### config.mk
export PLATFORM = sky130hd
export DESIGN_NAME = ps2_host_tx
export DESIGN_NICKNAME = d
export VERILOG_FILES = /design/src/rtl/ps2_pkg.sv /design/src/rtl/ps2_sync_edge.sv /design/src/rtl/ps2_host_tx.sv
export SDC_FILE = /design/constraint.sdc
export NUM_CORES = 1
export LEC_CHECK = 0
export BUFFER_PORTS_ARGS = -buffer_cell sky130_fd_sc_hd__buf_2
export CORE_ASPECT_RATIO = 0.7
export CORE_UTILIZATION = 60
export DETAILED_ROUTE_END_ITERATION = 10
export PLACE_DENSITY = 0.79
export RECOVER_POWER = 25
export SLEW_MARGIN = 40
export SYNTH_ARGS = -nofsm -noshare
export SYNTH_HDL_FRONTEND = slang
export SYNTH_SLANG_ARGS = --single-unit
### constraint.sdc
create_clock -name sysclk -period 5.4 [get_ports sysclk]
set_input_delay 0.81 -clock sysclk [delete_from_list [all_inputs] [get_ports sysclk]]
set_output_delay 0.81 -clock sysclk [all_outputs]
set_load 0.02 [all_outputs]
### src/rtl/ps2_pkg.sv
// Shared PS/2 definitions: transmitter states, error codes, frame constants
// and a helper that turns microseconds into sysclk cycles.
package ps2_pkg;

   typedef enum logic [2:0] {
      IDLE,
      INHIBIT,
      RTS,
      WAIT_FIRST,
      SHIFT,
      ACK,
      WAIT_IDLE
   } tx_state_e;

   localparam logic [1:0] ERR_NONE          = 2'd0;
   localparam logic [1:0] ERR_START_TIMEOUT = 2'd1;
   localparam logic [1:0] ERR_FRAME_TIMEOUT = 2'd2;
   localparam logic [1:0] ERR_NO_ACK        = 2'd3;

   localparam int unsigned DATA_BITS   = 8;
   localparam int unsigned FRAME_EDGES = 11;

   function automatic int unsigned cycles_from_us(input int unsigned clk_hz,
                                                  input int unsigned us);
      return (clk_hz / 1_000_000) * us;
   endfunction

endpackage

### src/rtl/ps2_sync_edge.sv
// Synchronises the PS/2 clk/dat pads and flags device falling edges on clk.
// sync_clk, sync_dat and fall are registered together so they stay aligned.
module ps2_sync_edge #(
   parameter int unsigned SYNC_STAGES = 2
) (
   input  logic sysclk,
   input  logic rst_n,
   input  logic clk_in,
   input  logic dat_in,
   output logic sync_clk,
   output logic sync_dat,
   output logic fall
);

   logic [SYNC_STAGES-1:0] clk_sr;
   logic [SYNC_STAGES-1:0] dat_sr;

   // Chains reset to 1 (idle bus) so reset release never looks like an edge.
   always_ff @(posedge sysclk or negedge rst_n) begin
      if (!rst_n) begin
         clk_sr   <= '1;
         dat_sr   <= '1;
         sync_clk <= 1'b1;
         sync_dat <= 1'b1;
         fall     <= 1'b0;
      end else begin
         clk_sr   <= {clk_sr[SYNC_STAGES-2:0], clk_in};
         dat_sr   <= {dat_sr[SYNC_STAGES-2:0], dat_in};
         sync_clk <= clk_sr[SYNC_STAGES-1];
         sync_dat <= dat_sr[SYNC_STAGES-1];
         fall     <= sync_clk & ~clk_sr[SYNC_STAGES-1];
      end
   end

endmodule

### src/rtl/ps2_host_tx.sv
// Host-to-device PS/2 transmitter: request-to-send, shift one byte out on the
// device clock, check the ACK bit and report done or a coded error.
module ps2_host_tx
   import ps2_pkg::*;
#(
   parameter int unsigned CLK_HZ           = 50_000_000,
   parameter int unsigned INHIBIT_US       = 100,
   parameter int unsigned START_TIMEOUT_US = 15000,
   parameter int unsigned FRAME_TIMEOUT_US = 2000,
   parameter int unsigned SYNC_STAGES      = 2
) (
   input  logic       sysclk,
   input  logic       rst_n,
   input  logic       tx_valid,
   input  logic [7:0] tx_data,
   output logic       tx_ready,
   input  logic       ps2_clk_i,
   input  logic       ps2_dat_i,
   output logic       ps2_clk_oe,
   output logic       ps2_dat_oe,
   output logic       busy,
   output logic       done,
   output logic       err,
   output logic [1:0] err_code
);

   localparam int unsigned INHIBIT_CYC = cycles_from_us(CLK_HZ, INHIBIT_US);
   localparam int unsigned START_CYC   = cycles_from_us(CLK_HZ, START_TIMEOUT_US);
   localparam int unsigned FRAME_CYC   = cycles_from_us(CLK_HZ, FRAME_TIMEOUT_US);
   localparam int unsigned MAX_IS      = (INHIBIT_CYC > START_CYC) ? INHIBIT_CYC : START_CYC;
   localparam int unsigned MAX_CYC     = (MAX_IS > FRAME_CYC) ? MAX_IS : FRAME_CYC;
   localparam int unsigned CNT_W       = $clog2(MAX_CYC + 1);
   localparam int unsigned IDX_W       = 4;

   logic sync_clk, sync_dat, dev_fall;

   ps2_sync_edge #(.SYNC_STAGES(SYNC_STAGES)) u_sync (
      .sysclk   (sysclk),
      .rst_n    (rst_n),
      .clk_in   (ps2_clk_i),
      .dat_in   (ps2_dat_i),
      .sync_clk (sync_clk),
      .sync_dat (sync_dat),
      .fall     (dev_fall)
   );

   tx_state_e        state, state_d;
   logic [CNT_W-1:0] cnt, cnt_d;
   logic [7:0]       data, data_d;
   logic             parity, parity_d;
   logic [IDX_W-1:0] idx, idx_d;

   logic       drive_en_c, drive_val_c, done_c, err_c;
   logic [1:0] err_code_c;

   logic       clk_oe_d, dat_oe_d, busy_d, tx_ready_d, done_d, err_d;
   logic [1:0] err_code_d;

   // State, datapath and registered outputs.
   always_ff @(posedge sysclk or negedge rst_n) begin
      if (!rst_n) begin
         state      <= IDLE;
         cnt        <= '0;
         data       <= '0;
         parity     <= 1'b0;
         idx        <= '0;
         ps2_clk_oe <= 1'b0;
         ps2_dat_oe <= 1'b0;
         busy       <= 1'b0;
         tx_ready   <= 1'b1;
         done       <= 1'b0;
         err        <= 1'b0;
         err_code   <= ERR_NONE;
      end else begin
         state      <= state_d;
         cnt        <= cnt_d;
         data       <= data_d;
         parity     <= parity_d;
         idx        <= idx_d;
         ps2_clk_oe <= clk_oe_d;
         ps2_dat_oe <= dat_oe_d;
         busy       <= busy_d;
         tx_ready   <= tx_ready_d;
         done       <= done_d;
         err        <= err_d;
         err_code   <= err_code_d;
      end
   end

   // Next state; a device edge takes priority over a same-cycle counter expiry.
   always_comb begin
      state_d     = state;
      cnt_d       = cnt;
      data_d      = data;
      parity_d    = parity;
      idx_d       = idx;
      drive_en_c  = 1'b0;
      drive_val_c = 1'b0;
      done_c      = 1'b0;
      err_c       = 1'b0;
      err_code_c  = ERR_NONE;

      if (state inside {SHIFT, ACK, WAIT_IDLE} && cnt != '0)
         cnt_d = cnt - CNT_W'(1);

      case (state)
         IDLE: begin
            if (tx_valid) begin
               data_d   = tx_data;
               parity_d = ~^tx_data;
               cnt_d    = CNT_W'(INHIBIT_CYC);
               idx_d    = '0;
               state_d  = INHIBIT;
            end
         end
         INHIBIT: begin
            if (cnt == '0) begin
               drive_en_c  = 1'b1;
               drive_val_c = 1'b1;
               state_d     = RTS;
            end else begin
               cnt_d = cnt - CNT_W'(1);
            end
         end
         RTS: begin
            cnt_d   = CNT_W'(START_CYC);
            state_d = WAIT_FIRST;
         end
         WAIT_FIRST: begin
            if (dev_fall) begin
               drive_en_c  = 1'b1;
               drive_val_c = ~data[0];
               idx_d       = IDX_W'(1);
               cnt_d       = CNT_W'(FRAME_CYC);
               state_d     = SHIFT;
            end else if (cnt == '0) begin
               err_c      = 1'b1;
               err_code_c = ERR_START_TIMEOUT;
               state_d    = IDLE;
            end else begin
               cnt_d = cnt - CNT_W'(1);
            end
         end
         SHIFT: begin
            if (dev_fall) begin
               drive_en_c = 1'b1;
               idx_d      = idx + IDX_W'(1);
               if (idx < IDX_W'(DATA_BITS)) begin
                  drive_val_c = ~data[idx[2:0]];
               end else if (idx == IDX_W'(DATA_BITS)) begin
                  drive_val_c = ~parity;
               end else begin
                  drive_val_c = 1'b0;
                  state_d     = ACK;
               end
            end else if (cnt == '0) begin
               err_c      = 1'b1;
               err_code_c = ERR_FRAME_TIMEOUT;
               state_d    = IDLE;
            end
         end
         ACK: begin
            if (dev_fall) begin
               if (!sync_dat) begin
                  state_d = WAIT_IDLE;
               end else begin
                  err_c      = 1'b1;
                  err_code_c = ERR_NO_ACK;
                  state_d    = IDLE;
               end
            end else if (cnt == '0) begin
               err_c      = 1'b1;
               err_code_c = ERR_FRAME_TIMEOUT;
               state_d    = IDLE;
            end
         end
         WAIT_IDLE: begin
            if (sync_clk && sync_dat) begin
               done_c  = 1'b1;
               state_d = IDLE;
            end else if (cnt == '0) begin
               err_c      = 1'b1;
               err_code_c = ERR_FRAME_TIMEOUT;
               state_d    = IDLE;
            end
         end
         default: state_d = IDLE;
      endcase
   end

   // Output values for the next cycle, decoded from the state being entered.
   always_comb begin
      clk_oe_d   = (state_d == INHIBIT) || (state_d == RTS);
      dat_oe_d   = ps2_dat_oe;
      if (drive_en_c)
         dat_oe_d = drive_val_c;
      if (state_d == IDLE || state_d == INHIBIT)
         dat_oe_d = 1'b0;
      busy_d     = (state_d != IDLE);
      tx_ready_d = (state_d == IDLE);
      done_d     = done_c;
      err_d      = err_c;
      err_code_d = err_c ? err_code_c : err_code;
   end

endmodule

==> results of run 1 <==
[flip-flops by register name, indices dropped and copies added, names as in the netlist]
| name | cells |
|---|---|
| busy | 1 |
| cnt | 20 |
| data | 8 |
| done | 1 |
| err | 1 |
| err_code | 2 |
| idx | 4 |
| parity | 1 |
| ps2_clk_oe | 1 |
| ps2_dat_oe | 1 |
| state | 3 |
| tx_ready | 1 |
| u_sync.clk_sr | 2 |
| u_sync.dat_sr | 2 |
| u_sync.fall | 1 |
| u_sync.sync_clk | 1 |
| u_sync.sync_dat | 1 |
[layout make-up]
type                            instances  area share [%]
Clock inverter                          2            1.76
Clock buffer                            6            2.12
Multi-Input combinational cell        272            51.5
Tap cell                               69            2.53
Timing Repair Buffer                   24            3.70
Sequential cell                        51            37.6
Inverter                                7           0.769
[worst paths after layout]
path / start / to / slack [ps]
setup / recovery: rst_n / cnt[1] / 2360
hold / removal: u_sync.clk_sr[0] / u_sync.clk_sr[1] / 360
setup reg to reg: cnt[12] / err_code[0] / 2430
hold reg to reg: u_sync.clk_sr[0] / u_sync.clk_sr[1] / 360
max in group sysclk: cnt[12] / err_code[0] / 2430
min in group asynchronous: rst_n / cnt[5] / 1470
[layer usage]
layer / track usage [%] / vias up / wire length, µm
li1: - / 1317 / -
met1: 52.7 / 1408 / 3720
met2: 43.8 / 203 / 3490
met3: 7.27 / 16 / 1000
met4: 7.86 / 0 / 110
met5: 0 / - / 0
[cell families after synthesis]
logic type | after synthesis | share of synthesized area, %
flops | 51 | 40.8
compound gates | 103 | 21.0
mux | 11 | 4.64
buf+inv | 31 | 4.05
simple gates | 135 | 22.7
xor+xnor | 19 | 5.28
fa+ha+maj | 4 | 1.59
[per-stage QoR]
| step | util (%) | instances | hold slack, ps | power, mW |
|---|---|---|---|---|
| global route | 69.5 | 431 | 362 | 0.752 |
| finish | 69.5 | 431 | 360 | 0.732 |
| floorplan | - | 354 | 345 | 0.409 |
| detailed placement | 66.6 | 423 | 348 | 0.426 |
| global placement | 66.5 | 423 | 346 | 0.425 |
| CTS | 69.3 | 431 | 360 | 0.735 |
[placed cells by master, fill, tap and decap left out, types with 12 or more instances in the layout]
| cell | Yosys | routed |
|---|---|---|
| sky130_fd_sc_hd__nor2_1 | 32 | 31 |
| sky130_fd_sc_hd__a21oi_1 | 20 | 20 |
| sky130_fd_sc_hd__nand3_1 | 12 | 12 |
| sky130_fd_sc_hd__buf_2 | 2 | 20 |
| sky130_fd_sc_hd__nand2_1 | 29 | 29 |
| sky130_fd_sc_hd__a31oi_1 | 12 | 12 |
| sky130_fd_sc_hd__o21ai_0 | 26 | 26 |
| sky130_fd_sc_hd__xnor2_1 | 15 | 15 |
| sky130_fd_sc_hd__dfrtp_1 | 44 | 44 |
| sky130_fd_sc_hd__nor3_1 | 14 | 14 |
[worst reg2reg max path, cell delays in order, from the launching register on]
cell and delay [ps]:
sky130_fd_sc_hd__dfrtp_1 450, sky130_fd_sc_hd__nor4_2 520, sky130_fd_sc_hd__nand4_1 340, sky130_fd_sc_hd__nor2_2 710, sky130_fd_sc_hd__o21ai_0 400, sky130_fd_sc_hd__o311ai_0 430
[power by group through the flow]
stage | logic (mW) | clock network [mW] | registers (mW)
3_5_place_dp | 0.0282 | 0 | 0.397
5_1_grt | 0.0314 | 0.330 | 0.391
4_1_cts | 0.0283 | 0.317 | 0.390
6_report | 0.0276 | 0.314 | 0.390
2_1_floorplan | 0.0142 | 0 | 0.395
3_3_place_gp | 0.0278 | 0 | 0.397
==> metrics.txt, run 1 <==
outcome=finished with violations; failing checks=capacitance limit, slew limit; worst slew pin tran=around 2800 ps; hold buffer count at CTS=0; Slowest-stage cell, CP=sky130_fd_sc_hd__clkbuf_1; y dimension of the die=62.6 µm; async set or reset register ratio after synthesis=between 90% and 100%; list of most frequent post-synthesis cells=sky130_fd_sc_hd__dfrtp_1 (44), sky130_fd_sc_hd__nor2_1 (32), sky130_fd_sc_hd__nand2_1 (29); Initial Utilization=between 60% and 70%; final count of negative-setup-slack endpoints=0; PwrDens=214 nW/µm²; io pins=21; sequential fraction of design power=between 50% and 60%; library cell with the highest instance count after synthesis=sky130_fd_sc_hd__dfrtp_1; Final Hold Viols=0; Post-Place Worst Slack=2590 ps; post-detailed-route wirelength per cell=19.3 µm; sum of net half-perimeters after detailed placement=between 5000 and 6000 µm; standard-cell rows=21; share of final-layout standard cells stronger than drive strength 1=between 10% and 20%; count of H-tree levels built during CTS=2; root cell of the clock tree=sky130_fd_sc_hd__clkbuf_8; share of total power in the clock network=approximately 43%; count of final max-slew check failures=52; combinational fraction of design power=~3.8%; clk buf depth=2; RSZ-0062 raised after global routing=no; dominant cells by area after synthesis=sky130_fd_sc_hd__dfrtp_1 (35%), sky130_fd_sc_hd__dfstp_2 (5.8%), sky130_fd_sc_hd__xnor2_1 (4.2%); Filler Cell Count=400; antenna violations before repair=0; via count=about 2.9k; maximum capacitance violations=1; worst clock skew=around 11 ps; average instance area after synthesis=roughly 9 µm²; number of clock sinks=51; total stage count of the critical path=2; period utilisation layout=56.4%; number of global-route vias before repair=about 2.7k; detailed-route wire length=between 8000 and 9000 µm; Die Width=~90 µm; R2R cell count=5; switching share of power=roughly a fifth; leakage dissipation=1.29 nW; peak ir drop on the vdd network=approximately 0.16 mV; delay contributed by the slowest stage of the critical path=just under 2000 ps; kind of launch point of the worst setup path=input port; post-synthesis register bit count=51; number of flops mapped to enable cells by yosys=0; final critical path time including I/O delays and setup=3040 ps; GR Util All Layers=about a third; cell-internal power=about 0.58 mW; post-synthesis net count=between 300 and 400; clock tree from TritonCTS=yes; number of iterations in the first detailed-routing pass=7; register area=~1300 µm²; post-synthesis cell type with the largest combined area=sky130_fd_sc_hd__dfrtp_1; synthesized instance count=354; Post-CTS Repair Setup Buffers=0; highest achievable clock rate=329 MHz; number of inserted diodes=0; Core ar.=roughly 4900 µm²; remaining max-slew budget at the tightest pin=-85.0%; part of the Yosys area used for sequential elements=40.8%; grt total ovfl=0; first-pass GRT wire length=between 10000 and 15000 µm; Unique masters post-synth=56; DIE AREA=5550 µm²; Final Instance Area=between 3000 and 4000 µm²; clock slew at reported path FFs=80 ps; count of buffers from port buffering=20; min-delay worst type=register to register; Detail Route Antenna Nets=0; Gates resized, CTS repair=0; number of cells traversed by the worst hold path=0; fraction of synthesized cell area taken by the top area cell type=between 30% and 40%; CP arrival=2870 ps; pin count of the biggest net entering global routing=52; accumulated negative setup slack=0 ps; netlist area before placement=around 3200 µm²; critical path peak fanout=just over 50; ratio of routed vias to standard cells=a little under 7; total CTS buffers=5; Multi-input gate area=~1800 µm²; final critical-path setup slack=2360 ps; routability congestion estimate=between 0.9 and 1; total net switching power=0.150 mW; Area growth syn-to-layout=8.38%; Synthesis Warnings=0; Post-Place Cell Area=3270 µm²; Top FF cell, synth=sky130_fd_sc_hd__dfrtp_1; worst skew pair latency=320 ps; cells along the critical path=buf_2 -> clkbuf_1; cell family with most CP delay=buffers and inverters; type of the worst setup path=input port to asynchronous set/reset pin; count of buffer and inverter cells on the critical path=2; required time of the critical path=5230 ps; DRC errors left=0; type of element capturing the critical path=asynchronous set/reset pin; net count reported at finish=approximately 380; number of violations reported at the end of detailed-routing iteration 0=approximately 370
No activity file was read; power rests on OpenSTA's default activity.
==> run 2, diff against run 1 <==
Settings changed: ABC_AREA from default to 1.
Clock period 5.4 ns to 3.2 ns, I/O delays scaled along.
==> metrics.txt, run 2 <==
outcome=finished with violations; failing checks=capacitance limit, slew limit; Slowest-stage cell, CP=sky130_fd_sc_hd__dfrtp_1; clock tree from TritonCTS=yes; required time of the critical path=3420 ps (-1810 ps); most common cell after layout, fill and taps aside=sky130_fd_sc_hd__nand2_1; Post-CTS Repair Setup Buffers=0 (unchanged); max reg flops=20 (unchanged); root cell of the clock tree=sky130_fd_sc_hd__clkbuf_8; Top FF cell, synth=sky130_fd_sc_hd__dfrtp_1; complex-gate fraction of the synthesized area=10.8% (-10 points); largest registers=cnt (20), data (8), idx (4); PwrDens=338 nW/µm² (+58%); average instance area after synthesis=7.00 µm² (-21%); worst skew pair latency=310 ps (about the same); share of final-layout standard cells stronger than drive strength 1=12.6% (-4.6 points); largest register by flop count=cnt; net count reported at finish=517 (+37%); Unique masters post-synth=36 (-36%); delay contributed by the slowest stage of the critical path=870 ps (-1090 ps); kind of launch point of the worst setup path=register; Detail Route Antenna Nets=0 (unchanged); Core ar.=5310 µm² (+8.1%); Final Hold Viols=0 (unchanged); count of buffers from port buffering=20 (unchanged); endpoint of the lowest-slack register-to-register path=cnt[4]; remaining max-slew budget at the tightest pin=-17.7% (+67 points); source of the worst register-to-register timing path=state[2]; RSZ-0062 raised after global routing=no; cell-internal power=0.926 mW (+59%); period utilisation layout=around four fifths; combinational fraction of design power=5.6% (+1.8 points); post-synthesis register bit count=51 (unchanged); ratio of routed vias to standard cells=5.54 (-19%); portion of netlist area occupied by mux cells=0% (-4.6 points); dominant cells by area after synthesis=sky130_fd_sc_hd__dfrtp_1 (33%), sky130_fd_sc_hd__nand2_1 (17%), sky130_fd_sc_hd__inv_1 (6.0%); io pins=21 (unchanged); number of clock sinks=51 (unchanged); non-filler instance count after layout=573 (+33%); final count of negative-setup-slack endpoints=0 (unchanged); switching share of power=24.1% (+3.7 points); peak ir drop on the vdd network=0.227 mV (+45%); fraction of synthesized cell area taken by the top area cell type=32.7% (-2.2 points); CP arrival=2730 ps (-140 ps); Tot Pwr=1.22 mW (+67%); part of the Yosys area used for sequential elements=38.2% (-2.6 points); accumulated negative setup slack=0 ps (unchanged); antenna violations before repair=0 (unchanged); count of H-tree levels built during CTS=2 (unchanged); Die Width=91.5 µm (+3.3%); worst reg-to-reg setup slack=690 ps (-1740 ps); cells along the critical path=inv_2 -> nor2_2 -> nand2_8 -> inv_4 -> nand2_1 -> nand3_1 -> nand3_1 -> nand2_1 -> inv_1; count of final max-slew check failures=32 (-38%); Synthesis Warnings=0 (unchanged); async set or reset register ratio after synthesis=100% (unchanged); leading cell types in the layout, fill and taps excluded=sky130_fd_sc_hd__nand2_1 (153), sky130_fd_sc_hd__inv_1 (54), sky130_fd_sc_hd__nor2_1 (48); number of violations reported at the end of detailed-routing iteration 0=342 (-6.8%); number of cells traversed by the worst hold path=1 (+1); library cell with the highest instance count after synthesis=sky130_fd_sc_hd__nand2_1; worst clock skew=7.13 ps (-4.25 ps); detailed-route wire length=8620 µm (+3.5%); Final Instance Area=3610 µm² (+5.8%); grt total ovfl=0 (unchanged); type of element capturing the critical path=register; min-delay worst type=input port to register; via count=3176 (+7.9%); Post-Place Cell Area=3500 µm² (+7.0%); synthesized instance count=481 (+36%); number of iterations in the first detailed-routing pass=8 (+1); R2R cell count=9 (+4); standard-cell rows=22 (+4.8%); routability congestion estimate=0.958 (-3.9%); share of synthesized cell area in and, or, nand and nor gates=35.3% (+13 points); DRC errors left=0 (unchanged); Area growth syn-to-layout=7.40%; sum of net half-perimeters after detailed placement=6310 µm (+8.2%); DIE AREA=5920 µm² (+6.6%); y dimension of the die=64.7 µm (+3.2%); Util after Layout=68.0% (-1.5 points); GR Util All Layers=31.7% (-1.0 points); total net switching power=0.295 mW (+97%); post-detailed-route wirelength per cell=15.0 µm (-22%); hold buffer count at CTS=0 (unchanged); Cell Count Post-Placement=565 (+34%); pin count of the biggest net entering global routing=32 (-38%); type of the worst setup path=register to register; number of inserted diodes=0 (unchanged); final critical path time including I/O delays and setup=2510 ps; sequential fraction of design power=55.4% (+2.1 points); number of flops mapped to enable cells by yosys=0 (unchanged); Post-Place Worst Slack=808 ps (-1780 ps); leakage dissipation=1.73 nW (+35%); Gates resized, CTS repair=0 (unchanged); list of most frequent post-synthesis cells=sky130_fd_sc_hd__nand2_1 (153), sky130_fd_sc_hd__inv_1 (54), sky130_fd_sc_hd__nor2_1 (48); netlist area before placement=3370 µm² (+6.8%); post-synthesis cell type with the largest combined area=sky130_fd_sc_hd__dfrtp_1; critical path peak fanout=19 (-63%); first-pass GRT wire length=14200 µm (+3.8%); clock slew at reported path FFs=100 ps (+20 ps); share of total power in the clock network=39.0% (-3.9 points); maximum capacitance violations=1 (unchanged); final critical-path setup slack=686 ps (-1670 ps); worst slew pin tran=1770 ps (-1010 ps); post-synthesis net count=498 (+34%); highest achievable clock rate=just under 400 MHz; hold slack final=251 ps (-109 ps); total CTS buffers=5 (unchanged); number of global-route vias before repair=2895 (+8.7%); share of the synthesized netlist area taken by xor and xnor gates=5.46% (+0.18 points); Initial Utilization=63.4% (-0.79 points); clk buf depth=2 (unchanged); combinational family with the most area after synthesis=simple AND/OR/NAND/NOR gates; startpoint of the worst hold path=ps2_clk_i; WHS Endpoint=u_sync.clk_sr[0]; Adder-Cell Fraction of Synth Area=1.49% (-0.10 points)
run 2: cell types whose count changed after synthesis, moves of 12 or more:
| cell | before | now |
|---|---|---|
| sky130_fd_sc_hd__inv_1 | 7 | 54 |
| sky130_fd_sc_hd__nand3_1 | 12 | 37 |
| sky130_fd_sc_hd__clkbuf_1 | 18 | 1 |
| sky130_fd_sc_hd__a31oi_1 | 12 | 0 |
| sky130_fd_sc_hd__nand2_1 | 29 | 153 |
| sky130_fd_sc_hd__nor2_1 | 32 | 48 |
run 2: worst max-delay path, delay by kind of cell (launching register included):
| kind | cells | cell delay (ps) |
|---|---|---|
| buf+inv | 3 | 600 |
| flops | 1 | 870 |
| simple gates | 6 | 930 |
run 2: worst max path at each step:
stage               cells past startpoint  endpoint  startpoint
floorplan                              10   cnt[10]      cnt[0]
global placement                        9    cnt[4]    state[2]
detailed placement                      9    cnt[4]    state[2]
CTS                                     9    cnt[4]    state[2]
global route                            9    cnt[4]    state[2]
finish                                  9    cnt[4]    state[2]
run 2: area by class of cell:
class	count	area, µm²
Clock inverter	3	46.3
Clock buffer	5	68.8
Fill cell	461	1700
Inverter	61	231
Sequential cell	51	1280
Tap cell	72	90.1
Timing Repair Buffer	21	106
Multi-Input combinational cell	360	1790
run 2: power groups by stage:
stage | logic (mW) | clock network, mW | registers (mW)
6_report | 0.0686 | 0.476 | 0.676
5_1_grt | 0.0791 | 0.496 | 0.678
4_1_cts | 0.0696 | 0.478 | 0.676
3_5_place_dp | 0.0692 | 0 | 0.688
3_3_place_gp | 0.0675 | 0 | 0.688
2_1_floorplan | 0.0391 | 0 | 0.684
run 2: cells by family (layout without fill, tap and decap cells):
logic type / after synthesis / count (layout)
adders and majority gates: 4 / 4
AOI/OAI and AO/OA: 63 / 63
and+or+nand+nor: 272 / 272
buffers and inverters: 70 / 90
DFF: 51 / 51
xor gates and xnor gates: 21 / 21
run 2: per-layer routing:
| layer | share of wire, % | global-route usage, % |
|---|---|---|
| met2 | 40 | 46.1 |
| met4 | 0.88 | 7.74 |
| met5 | 0 | 0 |
| met3 | 11 | 6.81 |
| met1 | 48 | 47.8 |
